===== config.mk =====
export PLATFORM = sky130hd
export DESIGN_NAME = stream_frame_tx
export DESIGN_NICKNAME = d
export VERILOG_FILES = /design/src/rtl/stream_pkg.sv /design/src/rtl/frame_buf_mem.sv /design/src/rtl/stream_frame_tx.sv
export SDC_FILE = /design/constraint.sdc
export NUM_CORES = 1
export LEC_CHECK = 0
export ABC_AREA = 1
export CAP_MARGIN = 20
export CORE_MARGIN = 1.5
export CORE_UTILIZATION = 45
export DETAILED_ROUTE_END_ITERATION = 10
export PLACE_DENSITY = 0.72
export SYNTH_ARGS = -nofsm -noshare
export SYNTH_HDL_FRONTEND = slang
export SYNTH_SLANG_ARGS = --single-unit

===== constraint.sdc =====
create_clock -name clk -period 2.15 [get_ports clk]
set_input_delay 0.43 -clock clk [delete_from_list [all_inputs] [get_ports clk]]
set_output_delay 0.43 -clock clk [all_outputs]
set_load 0.005 [all_outputs]

===== src/rtl/stream_pkg.sv =====
// rtl/stream_pkg.sv - shared stream width, FSM state encoding and handshake helper
`ifndef STREAM_PKG_SV
`define STREAM_PKG_SV

`define STREAM_FIRE(valid, ready) ((valid) & (ready))

package stream_pkg;

  localparam int STREAM_DW = 8;

  typedef enum logic [1:0] {
    ST_IDLE = 2'd0,
    ST_SEND = 2'd1,
    ST_CHK  = 2'd2
  } state_t;

endpackage

`endif


===== src/rtl/frame_buf_mem.sv =====
// rtl/frame_buf_mem.sv - DEPTH x 8 frame buffer, synchronous write, combinational read
module frame_buf_mem
  import stream_pkg::*;
#(
  parameter int DEPTH  = 16,
  parameter int ADDR_W = 4
) (
  input  logic                 clk,
  input  logic                 we,
  input  logic [ADDR_W-1:0]    waddr,
  input  logic [STREAM_DW-1:0] wdata,
  input  logic [ADDR_W-1:0]    raddr,
  output logic [STREAM_DW-1:0] rdata
);

  logic [STREAM_DW-1:0] mem [DEPTH];

  // Contents are only meaningful below wr_count, so the array needs no reset.
  always_ff @(posedge clk) begin
    if (we) begin
      mem[waddr] <= wdata;
    end
  end

  assign rdata = mem[raddr];

endmodule


===== src/rtl/stream_frame_tx.sv =====
// rtl/stream_frame_tx.sv - buffered byte-frame transmitter onto a valid/ready/last stream
// Optional trailing XOR checksum byte enabled by STREAM_TX_CHECKSUM_EN.
module stream_frame_tx
  import stream_pkg::*;
#(
  parameter int DEPTH  = 16,
  parameter int ADDR_W = 4
) (
  input  logic                 clk,
  input  logic                 reset,
  input  logic                 wr_en,
  input  logic [STREAM_DW-1:0] wr_data,
  output logic                 wr_err,
  input  logic                 start,
  output logic                 busy,
  output logic                 done,
  output logic [STREAM_DW-1:0] tx_data,
  output logic                 tx_valid,
  output logic                 tx_last,
  input  logic                 tx_ready
);

  localparam logic [ADDR_W:0] CNT_ONE = {{ADDR_W{1'b0}}, 1'b1};

`ifdef STREAM_TX_CHECKSUM_EN
  localparam bit CHK_EN = 1'b1;
  logic [STREAM_DW-1:0] chk_q, chk_d;
`else
  localparam bit CHK_EN = 1'b0;
`endif

  state_t               state_q, state_d;
  logic [ADDR_W:0]      wr_count_q, wr_count_d;
  logic [ADDR_W:0]      rd_ptr_q, rd_ptr_d;
  logic [STREAM_DW-1:0] tx_data_q, tx_data_d;
  logic                 tx_valid_q, tx_valid_d;
  logic                 tx_last_q, tx_last_d;
  logic                 busy_q, busy_d;
  logic                 done_q, done_d;
  logic                 wr_err_q, wr_err_d;

  logic                 wr_ok;
  logic                 fire;
  logic                 last_beat;
  logic [ADDR_W:0]      rd_next;
  logic [ADDR_W-1:0]    rd_addr;
  logic [STREAM_DW-1:0] rd_data;

  assign fire      = `STREAM_FIRE(tx_valid_q, tx_ready);
  assign rd_next   = rd_ptr_q + CNT_ONE;
  assign last_beat = (rd_ptr_q == wr_count_q - CNT_ONE);
  assign wr_ok     = wr_en && (state_q == ST_IDLE) && !wr_count_q[ADDR_W] && !start;
  // Prefetch address: byte 0 while idle, the following byte while sending.
  assign rd_addr   = (state_q == ST_SEND) ? rd_next[ADDR_W-1:0] : '0;

  frame_buf_mem #(
    .DEPTH  (DEPTH),
    .ADDR_W (ADDR_W)
  ) u_mem (
    .clk   (clk),
    .we    (wr_ok),
    .waddr (wr_count_q[ADDR_W-1:0]),
    .wdata (wr_data),
    .raddr (rd_addr),
    .rdata (rd_data)
  );

  always_comb begin
    state_d    = state_q;
    wr_count_d = wr_count_q;
    rd_ptr_d   = rd_ptr_q;
    tx_data_d  = tx_data_q;
    tx_valid_d = tx_valid_q;
    tx_last_d  = tx_last_q;
    busy_d     = busy_q;
    done_d     = 1'b0;
    wr_err_d   = wr_en && !wr_ok;
`ifdef STREAM_TX_CHECKSUM_EN
    chk_d      = chk_q;
`endif

    if (wr_ok) begin
      wr_count_d = wr_count_q + CNT_ONE;
    end

    case (state_q)
      ST_IDLE: begin
        if (start && (wr_count_q != '0)) begin
          state_d    = ST_SEND;
          busy_d     = 1'b1;
          rd_ptr_d   = '0;
          tx_valid_d = 1'b1;
          tx_data_d  = rd_data;
          tx_last_d  = !CHK_EN && (wr_count_q == CNT_ONE);
`ifdef STREAM_TX_CHECKSUM_EN
          chk_d      = '0;
`endif
        end
      end
      ST_SEND: begin
        if (fire) begin
`ifdef STREAM_TX_CHECKSUM_EN
          chk_d = chk_q ^ tx_data_q;
`endif
          if (!last_beat) begin
            rd_ptr_d  = rd_next;
            tx_data_d = rd_data;
            tx_last_d = !CHK_EN && (rd_next == wr_count_q - CNT_ONE);
          end else begin
`ifdef STREAM_TX_CHECKSUM_EN
            state_d   = ST_CHK;
            tx_data_d = chk_q ^ tx_data_q;
            tx_last_d = 1'b1;
`else
            state_d    = ST_IDLE;
            busy_d     = 1'b0;
            tx_valid_d = 1'b0;
            tx_last_d  = 1'b0;
            done_d     = 1'b1;
            wr_count_d = '0;
            rd_ptr_d   = '0;
`endif
          end
        end
      end
`ifdef STREAM_TX_CHECKSUM_EN
      ST_CHK: begin
        if (fire) begin
          state_d    = ST_IDLE;
          busy_d     = 1'b0;
          tx_valid_d = 1'b0;
          tx_last_d  = 1'b0;
          done_d     = 1'b1;
          wr_count_d = '0;
          rd_ptr_d   = '0;
        end
      end
`endif
      default: begin
        state_d = ST_IDLE;
      end
    endcase
  end

  always_ff @(posedge clk or negedge reset) begin
    if (!reset) begin
      state_q    <= ST_IDLE;
      wr_count_q <= '0;
      rd_ptr_q   <= '0;
      tx_data_q  <= '0;
      tx_valid_q <= 1'b0;
      tx_last_q  <= 1'b0;
      busy_q     <= 1'b0;
      done_q     <= 1'b0;
      wr_err_q   <= 1'b0;
`ifdef STREAM_TX_CHECKSUM_EN
      chk_q      <= '0;
`endif
    end else begin
      state_q    <= state_d;
      wr_count_q <= wr_count_d;
      rd_ptr_q   <= rd_ptr_d;
      tx_data_q  <= tx_data_d;
      tx_valid_q <= tx_valid_d;
      tx_last_q  <= tx_last_d;
      busy_q     <= busy_d;
      done_q     <= done_d;
      wr_err_q   <= wr_err_d;
`ifdef STREAM_TX_CHECKSUM_EN
      chk_q      <= chk_d;
`endif
    end
  end

  assign wr_err   = wr_err_q;
  assign busy     = busy_q;
  assign done     = done_q;
  assign tx_data  = tx_data_q;
  assign tx_valid = tx_valid_q;
  assign tx_last  = tx_last_q;

endmodule

# ---- Yosys cells after proc, flatten, opt, wreduce, memory -nomap -nowiden
# Memory sizes are Yosys's and may differ from the RTL's.
# Cells that the tools add are included.
dict set report totals {
  reg_bits 24
  latch_bits 0
  ramBits 128
  romBits 0
  out_inout_bits 13
  word_cells 66
  n_memories 1
}
# name depth word_bits read_ports rd_clocked_by_memory_dff write_ports line
set mem_list {}
lappend mem_list {u_mem.mem 16 8 1 0 1 frame_buf_mem.sv:16} ;# logic [STREAM_DW-1:0] mem [DEPTH];
dict set report classes {
  add_sub_neg 3
  n_mul 0
  div 0
  order_cmp 0
  eq_ne 8
  shifts 0
  mux 30
  n_bitwise 1
  n_reduce_logical 15
}
# operator count
set op_table {}
lappend op_table {{5-bit two-way mux} 7}
lappend op_table {{8-bit two-way mux} 3}
lappend op_table {{8-bit one-hot mux with 2 select lines} 1}
lappend op_table {{1-bit two-way mux} 11}
lappend op_table {{5-bit by 1-bit adder with 5-bit output (second input constant)} 2}
lappend op_table {{5-bit == test} 2}
lappend op_table {{5-bit one-hot mux with 2 select lines} 1}
lappend op_table {{4-bit AND reduction} 2}
lappend op_table {{2-bit two-way mux} 3}
lappend op_table {{2-bit != test (second input constant)} 3}
lappend op_table {{3-bit AND reduction} 2}
lappend op_table {{5-bit by 1-bit == test with 1-bit output (second input constant)} 1}
lappend op_table {{1-bit logical AND} 5}
lappend op_table {{5-bit nonzero test} 1}
lappend op_table {{5-bit by 1-bit subtractor with 5-bit output (second input constant)} 1}
lappend op_table {{4-bit two-way mux} 1}
lappend op_table {{1-bit one-hot mux with 2 select lines} 2}
lappend op_table {{2-bit one-hot mux with 2 select lines} 1}
lappend op_table {{1-bit zero test} 3}
lappend op_table {{2-bit by 1-bit == test with 1-bit output (second input constant)} 1}
lappend op_table {{2-bit zero test} 1}
lappend op_table {{2-bit by 1-bit != test with 1-bit output (second input constant)} 1}
lappend op_table {{2-bit nonzero test} 1}
lappend op_table {{1-bit bitwise AND} 1}

# ---- Depth between registers and ports, before layout
# Gate-level depths: netlist of the first run.
dict set report depth {
  word_depth 8
  ltp_mapped 13
  depth_no_buf 13
}

# ---- By module
# A second synthesis of the first run with hierarchy kept.
dict set report hier_totals {
  cells_unflattened 710
  area_unflattened_um2 6945.4
}
# mod n_inst cells_per_inst area_per_inst_um2 seq_area_each_um2
set by_module_without_submodules {}
lappend by_module_without_submodules {frame_buf_mem 1 543 5606.6 3843.7}
lappend by_module_without_submodules {stream_frame_tx 1 167 1338.8 550.5}

# ---- Least setup slack after synthesis of the first run
# OpenSTA, ideal clock, no wires.
dict set report synth_timing {
  path_kind {flip-flop to flip-flop}
  startpoint {register wr_count_q[0]}
  endpoint {memory u_mem.mem[8][0], enable pin}
  arrival_time_ps 1519
  t_required_ps 1767
  path_slack_ps 248
  path_stages_with_launch 5
  n_path_buf 0
  period_less_slack_ps 1902
  path_cell_list {dfrtp_1 > inv_1 > ha_1 > inv_1 > nor3_1}
}
# element line
set synth_rtl {}
lappend synth_rtl {{start, declared} stream_frame_tx.sv:33} ;# logic [ADDR_W:0] wr_count_q, wr_count_d;
lappend synth_rtl {{start signal, assigned} stream_frame_tx.sv:161} ;# wr_count_q <= wr_count_d;
lappend synth_rtl {{end, declared} frame_buf_mem.sv:16}
# Straight into the memory's write port.

# ---- Worst setup path in the final report of the first run
dict set report layout_timing {
  startpoint {register rd_ptr_q[1]}
  endpoint {register tx_data_q[7], in the netlist tx_data[7]}
}
dict set report layout_via {
  elab_chain_cells 6
  word_cells_on_any_way 10
}
# element line
set layout_lines {}
lappend layout_lines {{start, declared} stream_frame_tx.sv:34} ;# logic [ADDR_W:0] rd_ptr_q, rd_ptr_d;
lappend layout_lines {{start signal, assigned} stream_frame_tx.sv:162} ;# rd_ptr_q <= rd_ptr_d;
lappend layout_lines {{5-bit by 1-bit adder with 5-bit output} stream_frame_tx.sv:50} ;# assign rd_next = rd_ptr_q + CNT_ONE;
lappend layout_lines {{4-bit two-way mux} stream_frame_tx.sv:54} ;# assign rd_addr = (state_q == ST_SEND) ? rd_next[ADDR_W-1:0] : '0;
lappend layout_lines {{memory read 16 x 8 bit} -}
lappend layout_lines {{8-bit two-way mux} stream_frame_tx.sv:105} ;# if (!last_beat) begin
lappend layout_lines {{8-bit two-way mux} stream_frame_tx.sv:101} ;# if (fire) begin
lappend layout_lines {{8-bit one-hot mux with 2 select lines} stream_frame_tx.sv:86} ;# case (state_q)
lappend layout_lines {{end signal, assigned} stream_frame_tx.sv:163} ;# tx_data_q <= tx_data_d;
lappend layout_lines {{end, declared} stream_frame_tx.sv:35} ;# logic [STREAM_DW-1:0] tx_data_q, tx_data_d;
# Several ways; a longest one is shown, not always the timed one. The select of a mux whose other input is x is not followed.
# A chain may end at the register's enable or synchronous reset.

==> out/qor.yml, run 1 <==
place:
  place_congestion: 0.882
  placement.io_buffers: 25
  dp.final_hpwl_um: 9890
timing:
  finalSetupViolCount: 0
  hold_violations: 0
  max_slew_margin: 0.758
  skew_ns: 0.00867
  clock.fmax_mhz: 490
  period_share: 0.949
  worst_pin_slew_ns: 0.363
  tns_ns: 0
  rsz0062_at_grt: "false"
  period_needed_ns: 2.04
  timing.final.max_slew_violations: 0
finish:
  layout-drive-gt1-share: 0.142
  antenna_cells: 0
  syn_to_final_growth_pct: 19.6
  fin_nets: 697
floorplanning:
  start_util: 0.458
  coreArea_sq_mm: 0.0145
  ioPinCount: 26
  die_w_um: 124
  fp-row-count: 44
  die_height_um: 124
  die-area_sq_mm: 0.0155
cts:
  cts.path.max_buffers: 2
  numClockSinks: 150
  postCtsSetupRepairBufs: 0
  clockRootBuffer: "clkbuf_16"
  hold_buffers: 0
  cts_tree: "done"
  tritoncts.num_buffers: 17
  clkLatencyLatePin_ns: 0.42
  clkSlewWorstSetupHoldPaths_ns: 0.06
  htree_levels: 4
global_route:
  globalRouteTotalUtil: 0.205
  grt_max_degree: 57
  overflow: 0
  grt_pass1_vias: 4514
  antenna_found_initial: 0
  grt_pass1_wl_um: 23900
power:
  combinationalPowerShare: 0.457
  leakage_uw: 0.00317
  seqPwrFrac: 0.290
  p_total_uw: 12300
  max-vdd-ir-drop_mv: 0.669
  intPower_uw: 7290
  p_sw_uw: 5060
  switching_share: 0.410
  powerDensity_mw_per_mm2: 1560
  p_clk_frac: 0.253
route:
  drc: 0
  drtIter0Drc: 490
  vias: 4657
  ant_nets: 0
  dr.pass1.iters: 5
  viasPerCell: 5.32
  wl_per_cell_um: 17.7
  finalWirelength_um: 15500
synth:
  synth_cells: 624
  yosys.area.top_type: "edfxtp_1"
  synth_mux_area_frac: 0
  netlist-cell-type-count: 29
  synthTopCellsByArea: "edfxtp_1 58%, dfrtp_1 8.3%, nand2_1 6.6%"
  synth-seq-area-share: 0.662
  postSynthAreaPerCell_sq_um: 10.6
  synth_top_area_share: 0.579
  ys_ff_latch: 150
  synth_compound_area_frac: 0.0519
  syn_area_sq_mm: 0.00664
  yosys_warnings: 0
  synth_top_family_by_area: "simple AND/OR/NAND/NOR gates"
  synth_fp_nets: 642
  synthAdderAreaFrac: 0.00943
  synthXorXnorAreaFrac: 0.00905
  synthSimpleGateAreaFrac: 0.205
critical_path:
  path_buf_inv: 1
  required_ns: 2.46
  crit_fanout: 16
  worstSetupPathType: "register to register"
  reg2reg_depth: 9
  start_kind: "register"
  critPathTopFamily: "simple AND/OR/NAND/NOR gates"
  path_cells: "ha_1 > xor2_2 > nand2_2 > inv_2 > nand3_1 > nand3_1 > nand2_1 > nand2_1 > nand2_1"
  worstReg2RegEnd: "tx_data[7]"
  ff2ff_setup_slack_ns: 0.11
  reg2reg_from: "rd_ptr_q[1]"
  crit_top_cell: "nand2_1"
  cp_data_arrival_time_ns: 2.35
  slowest_delay_ns: 0.45
  slowest_stage: "dfrtp_1"
  setup.worst_path.end_class: "register"
outcome:
  outcome: "finished, final reports clean"
hold_path:
  hold_path.class: "input port to async pin"
job:
  drv_cap: 0
## worst register-to-register path, stage by stage, from the launching register on
cell and delay (ns):
dfrtp_1 0.45, ha_1 0.33, xor2_2 0.19, nand2_2 0.08, inv_2 0.27, nand3_1 0.20
nand3_1 0.16, nand2_1 0.11, nand2_1 0.09, nand2_1 0.05
## power groups by stage
stage | Clock, uW | Combinational [uW] | Sequential, uW
6_report | 3120 | 5650 | 3580
5_1_grt | 3270 | 6180 | 3600
4_1_cts | 3150 | 5380 | 3570
3_5_place_dp | 0 | 5330 | 3630
3_3_place_gp | 0 | 5220 | 3620
2_1_floorplan | 0 | 3720 | 3570
## how the worst max path moves through the flow
stage	to	depth (start not counted)	slack, ns	startpoint
final	tx_data[7]	9	0.11	rd_ptr_q[1]
after global routing	tx_data[6]	13	0.001	wr_count_q[0]
after CTS	tx_data[2]	13	0.03	wr_count_q[0]
after detailed placement	tx_data[2]	13	0.03	wr_count_q[0]
after global placement	u_mem.mem[13][0]	8	0.08	wr_en
after floorplan	u_mem.mem[8][0]	4	0.25	wr_count_q[0]
## stage by stage
step | hold slack [ns] | setup WS [ns] | area [sq um] | std cells | util
4_1_cts | 0.359 | 0.0265 | 7890 | 875 | 0.545
3_3_place_gp | 0.469 | 0.0797 | 7260 | 843 | 0.502
6_report | 0.356 | 0.110 | 7930 | 876 | 0.548
2_1_floorplan | 0.134 | 0.248 | 6640 | 624 | -
3_5_place_dp | 0.470 | 0.0317 | 7260 | 843 | 0.502
5_1_grt | 0.381 | 0.00119 | 7930 | 876 | 0.548
## Yosys cell counts, drive strengths merged
cell and instances:
buf 22, clkbuf 4, xnor2 1, edfxtp 128, a21oi 8, nor2 91
nand2 123, o22ai 3, nand4 2, nor3 6, xor2 5, nand3 80
o21ai 33, dfrtp 22, ha 5, inv 68, or2 7, o211ai 16
## cells by family after synthesis
| logic type | Yosys count |
|---|---|
| AO/OA/AOI/OAI | 60 |
| XOR/XNOR | 6 |
| adder cells (fa/ha/maj) | 5 |
| buffers and inverters | 94 |
| flip-flops | 150 |
| AND/OR/NAND/NOR | 309 |
## final cells by class
cell class	count	area (sq um)
Clock buffer	17	425
Clock inverter	15	201
Fill cell	1205	6550
Inverter	68	259
Multi-Input combinational cell	380	1840
Sequential cell	150	4390
Tap cell	184	230
Timing Repair Buffer	62	583
## routing by layer
metal / share of wire / vias up / track usage / routed length, um
li1: - / 2216 / - / -
met5: 0 / - / 0 / 0
met1: 0.42 / 2218 / 0.270 / 6510
met4: 0.028 / 0 / 0.0980 / 436
met2: 0.49 / 194 / 0.330 / 7580
met3: 0.063 / 29 / 0.0374 / 977
## state kept, by name (all words and copies together) (netlist names)
name and count:
busy 1, done 1, rd_ptr_q 5, tx_data 8
tx_last 1, u_mem.mem 128, wr_count_q 5, wr_err 1
## cell usage in the layout, fill, tap and decap left out, types with 4 or more instances in the layout
cell type | synthesis | routed
edfxtp_1 | 128 | 128
xor2_1 | 4 | 4
ha_1 | 5 | 4
clkbuf_16 | 0 | 18
nor3_1 | 6 | 6
nand2_1 | 117 | 116
buf_4 | 5 | 33
inv_1 | 64 | 62
nand2_2 | 5 | 6
clkinvlp_4 | 0 | 5
o21ai_0 | 33 | 33
o211ai_1 | 16 | 16
a21oi_1 | 8 | 8
inv_2 | 4 | 5
or2_2 | 7 | 7
nor2_1 | 86 | 86
clkdlybuf4s50_1 | 0 | 25
nand3_1 | 77 | 77
dfrtp_1 | 22 | 22
bufinv_16 | 0 | 4
## timing repair
action                     4_1_cts  5_1_grt
resized for setup                0        5
setup endpoints to repair        0        8
hold endpoints to repair         0        0
(Power assumes the default switching activity.)
==> run 2, diff against run 1 <==
--- a/config.mk
+++ b/config.mk
@@ -5,9 +5,8 @@
 export SDC_FILE = /design/constraint.sdc
 export NUM_CORES = 1
 export LEC_CHECK = 0
-export ABC_AREA = 1
 export CAP_MARGIN = 20
-export CORE_MARGIN = 1.5
+export CORE_MARGIN = 3
 export CORE_UTILIZATION = 45
 export DETAILED_ROUTE_END_ITERATION = 10
 export PLACE_DENSITY = 0.72
==> constraint.sdc (replaced) <==
create_clock -name clk -period 2.1 [get_ports clk]
set_input_delay 0.42 -clock clk [delete_from_list [all_inputs] [get_ports clk]]
set_output_delay 0.42 -clock clk [all_outputs]
set_load 0.005 [all_outputs]
==> run 2 against run 1 <==
The flow now finishes with violations (setup timing). First-iteration DRC count grew 25%. Routed wire length grew 6.4%. Total power shrank 4.4%. Flip-flop and latch count is the same. Clock power shrank 8.7%. Critical path depth shrank 2. Final cell count shrank 15%. Utilization grew 3.1 points. Synthesized area shrank 1.5%. Critical endpoint is now tx_data[4]. Largest power group unchanged. Highest routed layer unchanged.
==> out/qor.yml, run 2 <==
outcome:
  outcome: "finished with violations"
  violations: "setup timing"
synth:
  syn_area_sq_mm: 0.00654
  synthArstFlopShare: 0.147
  synth_fp_nets: 486
  yosys-top-cells-count: "128 x edfxtp_1, 46 x nor2_1, 28 x mux2i_1"
  postSynthAreaPerCell_sq_um: 14.0
  synth-seq-area-share: 0.672
  ys_ff_latch: 150
  synth-main-ff-cell: "edfxtp_1"
  yosys_warnings: 0
  synthTopCellsByArea: "edfxtp_1 59%, dfrtp_1 8.4%, mux2i_1 4.3%"
  yosys.area.top_type: "edfxtp_1"
  synth_edf_count: 128
  netlist-cell-type-count: 49
  synth_most_common_cell: "edfxtp_1"
  synth_top_area_share: 0.588
  synth_cells: 468
cts:
  cts_tree: "done"
  clockRootBuffer: "clkbuf_16"
  hold_buffers: 0
  tritoncts.num_buffers: 17
  numClockSinks: 150
  htree_levels: 4
  cts.path.max_buffers: 2
  clkLatencyLatePin_ns: 0.42
  clkSlewWorstSetupHoldPaths_ns: 0.07
global_route:
  antenna_found_initial: 0
  grt_pass1_wl_um: 25300
  grt_max_degree: 29
  globalRouteTotalUtil: 0.213
  overflow: 0
  grt_pass1_vias: 4251
power:
  leakage_uw: 0.00291
  powerDensity_mw_per_mm2: 1450
  max-vdd-ir-drop_mv: 0.819
  switching_share: 0.366
  seqPwrFrac: 0.303
  p_clk_frac: 0.241
  p_sw_uw: 4330
  intPower_uw: 7480
  combinationalPowerShare: 0.456
timing:
  worst_pin_slew_ns: 0.753
  max_slew_margin: 0.496
  clock.fmax_mhz: 461
  skew_ns: 0.00568
  worst_hold_slack_ns: 0.344
  fin_ws_ns: -0.0694
  finalSetupViolCount: 6
  hold_violations: 0
  rsz0062_at_grt: "true"
  timing.final.max_slew_violations: 0
  period_needed_ns: 2.17
  period_share: 1.03
finish:
  antenna_cells: 0
  multiInputGateArea_sq_mm: 0.00209
  nFillCells: 1080
  ff_latch_area_sq_mm: 0.00440
  final_cell_mix: "128 x edfxtp_1, 61 x buf_4, 45 x nor2_1, 28 x mux2i_1, 26 x a21oi_1"
  stdcell_count: 743
  largest_register_ffs: 128
  fin_area_sq_mm: 0.00813
  layout-drive-gt1-share: 0.254
  syn_to_final_growth_pct: 24.4
  top_register: "u_mem.mem"
  layout_commonest_cell: "edfxtp_1"
  fin_nets: 568
  finalCoreUtilization: 0.579
job:
  drv_cap: 0
route:
  drtIter0Drc: 614
  vias: 4355
  viasPerCell: 5.86
  wl_per_cell_um: 22.2
  drc: 0
  ant_nets: 0
  dr.pass1.iters: 5
  finalWirelength_um: 16500
place:
  place_congestion: 0.931
  placement.io_buffers: 25
  dp.final_hpwl_um: 11000
  placed_area_sq_mm: 0.00739
  placed_cells: 702
  post-place-ws_ns: -0.182
critical_path:
  required_ns: 2.41
  start_kind: "register"
  crit_fanout: 6
  slowest_delay_ns: 0.44
  slowest_stage: "or3b_4"
  path_cells: "ha_4 > or3b_4 > buf_6 > or2_0 > a31oi_1 > a32oi_1 > mux2_4"
  setup.worst_path.end_class: "register"
  worstSetupPathType: "register to register"
  cp_data_arrival_time_ns: 2.48
floorplanning:
  fp-row-count: 43
  die_height_um: 127
  ioPinCount: 26
  die-area_sq_mm: 0.0160
  coreArea_sq_mm: 0.0140
  die_w_um: 127
  start_util: 0.466
hold_path:
  hold_path.class: "input port to async pin"
-- run 2: cell types whose count changed in the layout (fill, tap and decap cells not counted), moves of 25 or more --
cell,before,now
nand2_1,116,19
nand3_1,77,2
inv_1,62,4
nor2_1,86,45
buf_4,33,61
mux2i_1,0,28
o21ai_0,33,8
-- run 2: timing repair --
action | 4_1_cts | 5_1_grt
pin swaps | 11 | 5
resized for setup | 15 | 7
endpoints found under the setup margin | 14 | 73
endpoints found under the hold margin | 0 | 0
buffers inserted | 5 | 4
-- run 2: kinds of logic after synthesis --
family,after synthesis,share of synthesized area
buffers and inverters,36,0.0266
XOR/XNOR,17,0.0228
AND/OR/NAND/NOR,124,0.0965
flip-flops,150,0.672
multiplexers,41,0.0704
AO/OA/AOI/OAI,95,0.102
adder cells (fa/ha/maj),5,0.00957
-- run 2: power by group through the flow --
stage	sequential [uW]	combinational, uW	clock (uW)
global route	3590	5750	3020
detailed placement	3620	4880	0
finish	3580	5380	2850
CTS	3570	5190	2890
floorplan	3600	3090	0
global placement	3620	4830	0
-- run 2: layout make-up --
class                      instances  share of cell area
sequential                       150               0.541
multi-input combinational        282               0.257
timing repair buffer              93               0.103
clock inverter                    15              0.0166
tap                              180              0.0277
inverter                           6             0.00277
clock buffer                      17              0.0523
-- run 2: through the flow --
| stage | TNS, ns | total power [uW] |
|---|---|---|
| finish | -0.271 | 11800 |
| global route | -0.880 | 12400 |
| CTS | -0.155 | 11600 |
| detailed placement | -18.38 | 8500 |
| global placement | -15.86 | 8440 |
| floorplan | -0.0598 | 6690 |
-- run 2: per-layer routing --
layer | vias to the layer above | GRT usage | part of all wire
met5 | - | 0 | 0
met4 | 0 | 0.0637 | 0.019
met3 | 29 | 0.0463 | 0.087
met2 | 242 | 0.338 | 0.48
met1 | 2144 | 0.296 | 0.41
li1 | 1940 | - | -
-- run 2: final timing paths --
check | from | endpoint | slack, ns | depth (start not counted)
max | rd_ptr_q[1] | tx_data[4] | -0.07 | 7
min | reset | done | 0.34 | 2
max reg2reg | rd_ptr_q[1] | tx_data[4] | -0.07 | 7
min reg2reg | tx_data[3] | tx_data[3] | 0.51 | 1
max in group asynchronous | reset | wr_count_q[0] | 1.50 | 2
min in group clk | tx_data[3] | tx_data[3] | 0.51 | 1
-- run 2: critical path, delay by kind of cell, from the launching register on --
kind	cells	cell delay, ns
and+or+nand+nor	2	0.63
DFF	1	0.41
AOI/OAI and AO/OA	2	0.32
muxes	1	0.28
adders and majority gates	1	0.26
buffers and inverters	1	0.15
==> run 3, diff against run 2 <==
--- a/config.mk
+++ b/config.mk
@@ -12,4 +12,5 @@
 export PLACE_DENSITY = 0.72
 export SYNTH_ARGS = -nofsm -noshare
 export SYNTH_HDL_FRONTEND = slang
+export SYNTH_HIERARCHICAL = 1
 export SYNTH_SLANG_ARGS = --single-unit
==> constraint.sdc (replaced) <==
create_clock -name clk -period 2.7 [get_ports clk]
set_input_delay 0.54 -clock clk [delete_from_list [all_inputs] [get_ports clk]]
set_output_delay 0.54 -clock clk [all_outputs]
set_load 0.005 [all_outputs]
==> run 3 against run 2 <==
The flow now finishes without violations. Cell area is 4.9% lower. Non-clock buffer count is 38 lower. Register-to-register slack better by 0.18 ns. Critical path type unchanged. Sequential power is 21% lower. Clock power is 14% lower. Hold slack better by 0.13 ns.
==> out/qor.yml, run 3 <==
timing:
  timing.final.max_slew_violations: 0
  period_share: 0.960
  rsz0062_at_grt: "false"
  worst_pin_slew_ns: 0.689
  period_needed_ns: 2.59
  tns_ns: 0
  finalSetupViolCount: 0
  max_slew_margin: 0.539
  hold_violations: 0
  fin_ws_ns: 0.108
  clock.fmax_mhz: 386
  skew_ns: 0.00512
  worst_hold_slack_ns: 0.470
floorplanning:
  fp-row-count: 43
  die_w_um: 127
  ioPinCount: 26
  die-area_sq_mm: 0.0161
  start_util: 0.466
  die_height_um: 127
  coreArea_sq_mm: 0.0141
synth:
  synthArstFlopShare: 0.147
  yosys_warnings: 6
  synth_cells: 387
  postSynthAreaPerCell_sq_um: 17.0
  synth_edf_count: 128
  yosys-top-cells-count: "128 x edfxtp_1, 25 x nor2_1, 24 x nand2_1"
  synth_top_area_share: 0.585
  netlist-cell-type-count: 52
  synthTopCellsByArea: "edfxtp_1 59%, dfrtp_1 8.4%, mux4_2 6.2%"
  yosys.area.top_type: "edfxtp_1"
  synth_most_common_cell: "edfxtp_1"
  syn_area_sq_mm: 0.00657
  synth-seq-area-share: 0.669
  synth-main-ff-cell: "edfxtp_1"
  ys_ff_latch: 150
  synth_fp_nets: 404
route:
  viasPerCell: 5.81
  wl_per_cell_um: 21.8
  drtIter0Drc: 329
  finalWirelength_um: 13700
  drc: 0
  dr.pass1.iters: 5
  vias: 3659
  ant_nets: 0
cts:
  clkSlewWorstSetupHoldPaths_ns: 0.06
  cts.path.max_buffers: 2
  hold_buffers: 0
  numClockSinks: 150
  cts_resized: 0
  htree_levels: 4
  cts_tree: "done"
  clkLatencyLatePin_ns: 0.42
  postCtsSetupRepairBufs: 0
  tritoncts.num_buffers: 17
  clockRootBuffer: "clkbuf_16"
power:
  max-vdd-ir-drop_mv: 0.542
  p_total_uw: 8550
  combinationalPowerShare: 0.382
  switching_share: 0.326
  seqPwrFrac: 0.332
  leakage_uw: 0.00270
  p_sw_uw: 2780
  powerDensity_mw_per_mm2: 1100
  p_clk_frac: 0.286
  intPower_uw: 5770
critical_path:
  cp_data_arrival_time_ns: 2.89
  setup.worst_path.end_class: "register"
  worstSetupPathType: "register to register"
  required_ns: 3.00
  crit_fanout: 32
  ff2ff_setup_slack_ns: 0.11
  start_kind: "register"
finish:
  multiInputGateArea_sq_mm: 0.00196
  syn_to_final_growth_pct: 17.8
  layout-drive-gt1-share: 0.231
  nFillCells: 1077
  antenna_cells: 0
  largest_register_ffs: 128
  fin_nets: 455
  ff_latch_area_sq_mm: 0.00439
  final_cell_mix: "128 x edfxtp_1, 28 x buf_4, 25 x clkdlybuf4s50_1, 24 x nand2_1, 24 x nor2_1"
  layout_commonest_cell: "edfxtp_1"
  top_register: "u_mem/mem"
global_route:
  grt_max_degree: 33
  antenna_found_initial: 0
  grt_pass1_vias: 3849
  overflow: 0
  grt_pass1_wl_um: 22100
  globalRouteTotalUtil: 0.184
outcome:
  outcome: "finished, final reports clean"
job:
  drv_cap: 0
hold_path:
  hold_path.class: "input port to async pin"
place:
  post-place-ws_ns: 0.148
  place_congestion: 0.805
  dp.final_hpwl_um: 8730
  placement.io_buffers: 25
## run 3: cell count changes after synthesis, sizes merged, moves of 9 or more
cell / change
mux2i: -27
a22oi: +16
mux4: +29
a21oi: -23
mux2: -9
nand3: +9
clkbuf: -10
o211ai: -14
a2bb2oi: -14
nor2b: -13
nor2: -21
## run 3: path summary, 6_finish.rpt
kind	from	cells after the start	endpoint
max	rd_ptr_q[0]	9	tx_data[1]
min	reset	2	rd_ptr_q[4]
max reg2reg	rd_ptr_q[0]	9	tx_data[1]
min reg2reg	tx_last	1	tx_last
max in group asynchronous	reset	2	rd_ptr_q[2]
min in group clk	tx_last	1	tx_last
## run 3: area by class of cell
| type | count | share of cell area |
|---|---|---|
| inverter | 13 | 0.00631 |
| clock buffer | 19 | 0.0560 |
| timing repair buffer | 55 | 0.0647 |
| multi-input combinational | 201 | 0.253 |
| clock inverter | 12 | 0.0230 |
| sequential | 150 | 0.568 |
| tap | 180 | 0.0291 |
## run 3: power by group through the flow
stage / combinational, uW / clock (uW) / sequential [uW]
floorplan: 2440 / 0 / 2840
global placement: 3210 / 0 / 2870
detailed placement: 3270 / 0 / 2880
CTS: 3290 / 2480 / 2840
global route: 3560 / 2580 / 2860
finish: 3260 / 2450 / 2840
## run 3: stage by stage
step | util | instance area (sq um) | instances
floorplan | - | 6570 | 387
global placement | 0.506 | 7130 | 599
detailed placement | 0.506 | 7130 | 599
CTS | 0.549 | 7740 | 630
global route | 0.549 | 7740 | 630
finish | 0.549 | 7740 | 630
## run 3: worst max-delay path: stages, from the launching register on
cell      delay [ns]
dfrtp_1         0.47
ha_1            0.36
and2_1          0.18
buf_12          0.21
mux4_1          0.37
a22oi_1         0.30
nand2_1         0.14
nand2_1         0.11
o221a_2         0.21
o211ai_2        0.08
## run 3: kinds of logic after synthesis
group | after synthesis | synth area share
multiplexers | 34 | 0.122
AO/OA/AOI/OAI | 48 | 0.0663
XOR/XNOR | 18 | 0.0240
buffers and inverters | 36 | 0.0347
adder cells (fa/ha/maj) | 4 | 0.00762
flip-flops | 150 | 0.669
AND/OR/NAND/NOR | 97 | 0.0768
## run 3: layer usage
| layer | global-route usage | part of all wire | up-vias |
|---|---|---|---|
| li1 | - | - | 1649 |
| met1 | 0.249 | 0.44 | 1870 |
| met2 | 0.290 | 0.49 | 126 |
| met3 | 0.0560 | 0.057 | 14 |
| met4 | 0.0549 | 0.011 | 0 |
| met5 | 0 | 0 | - |
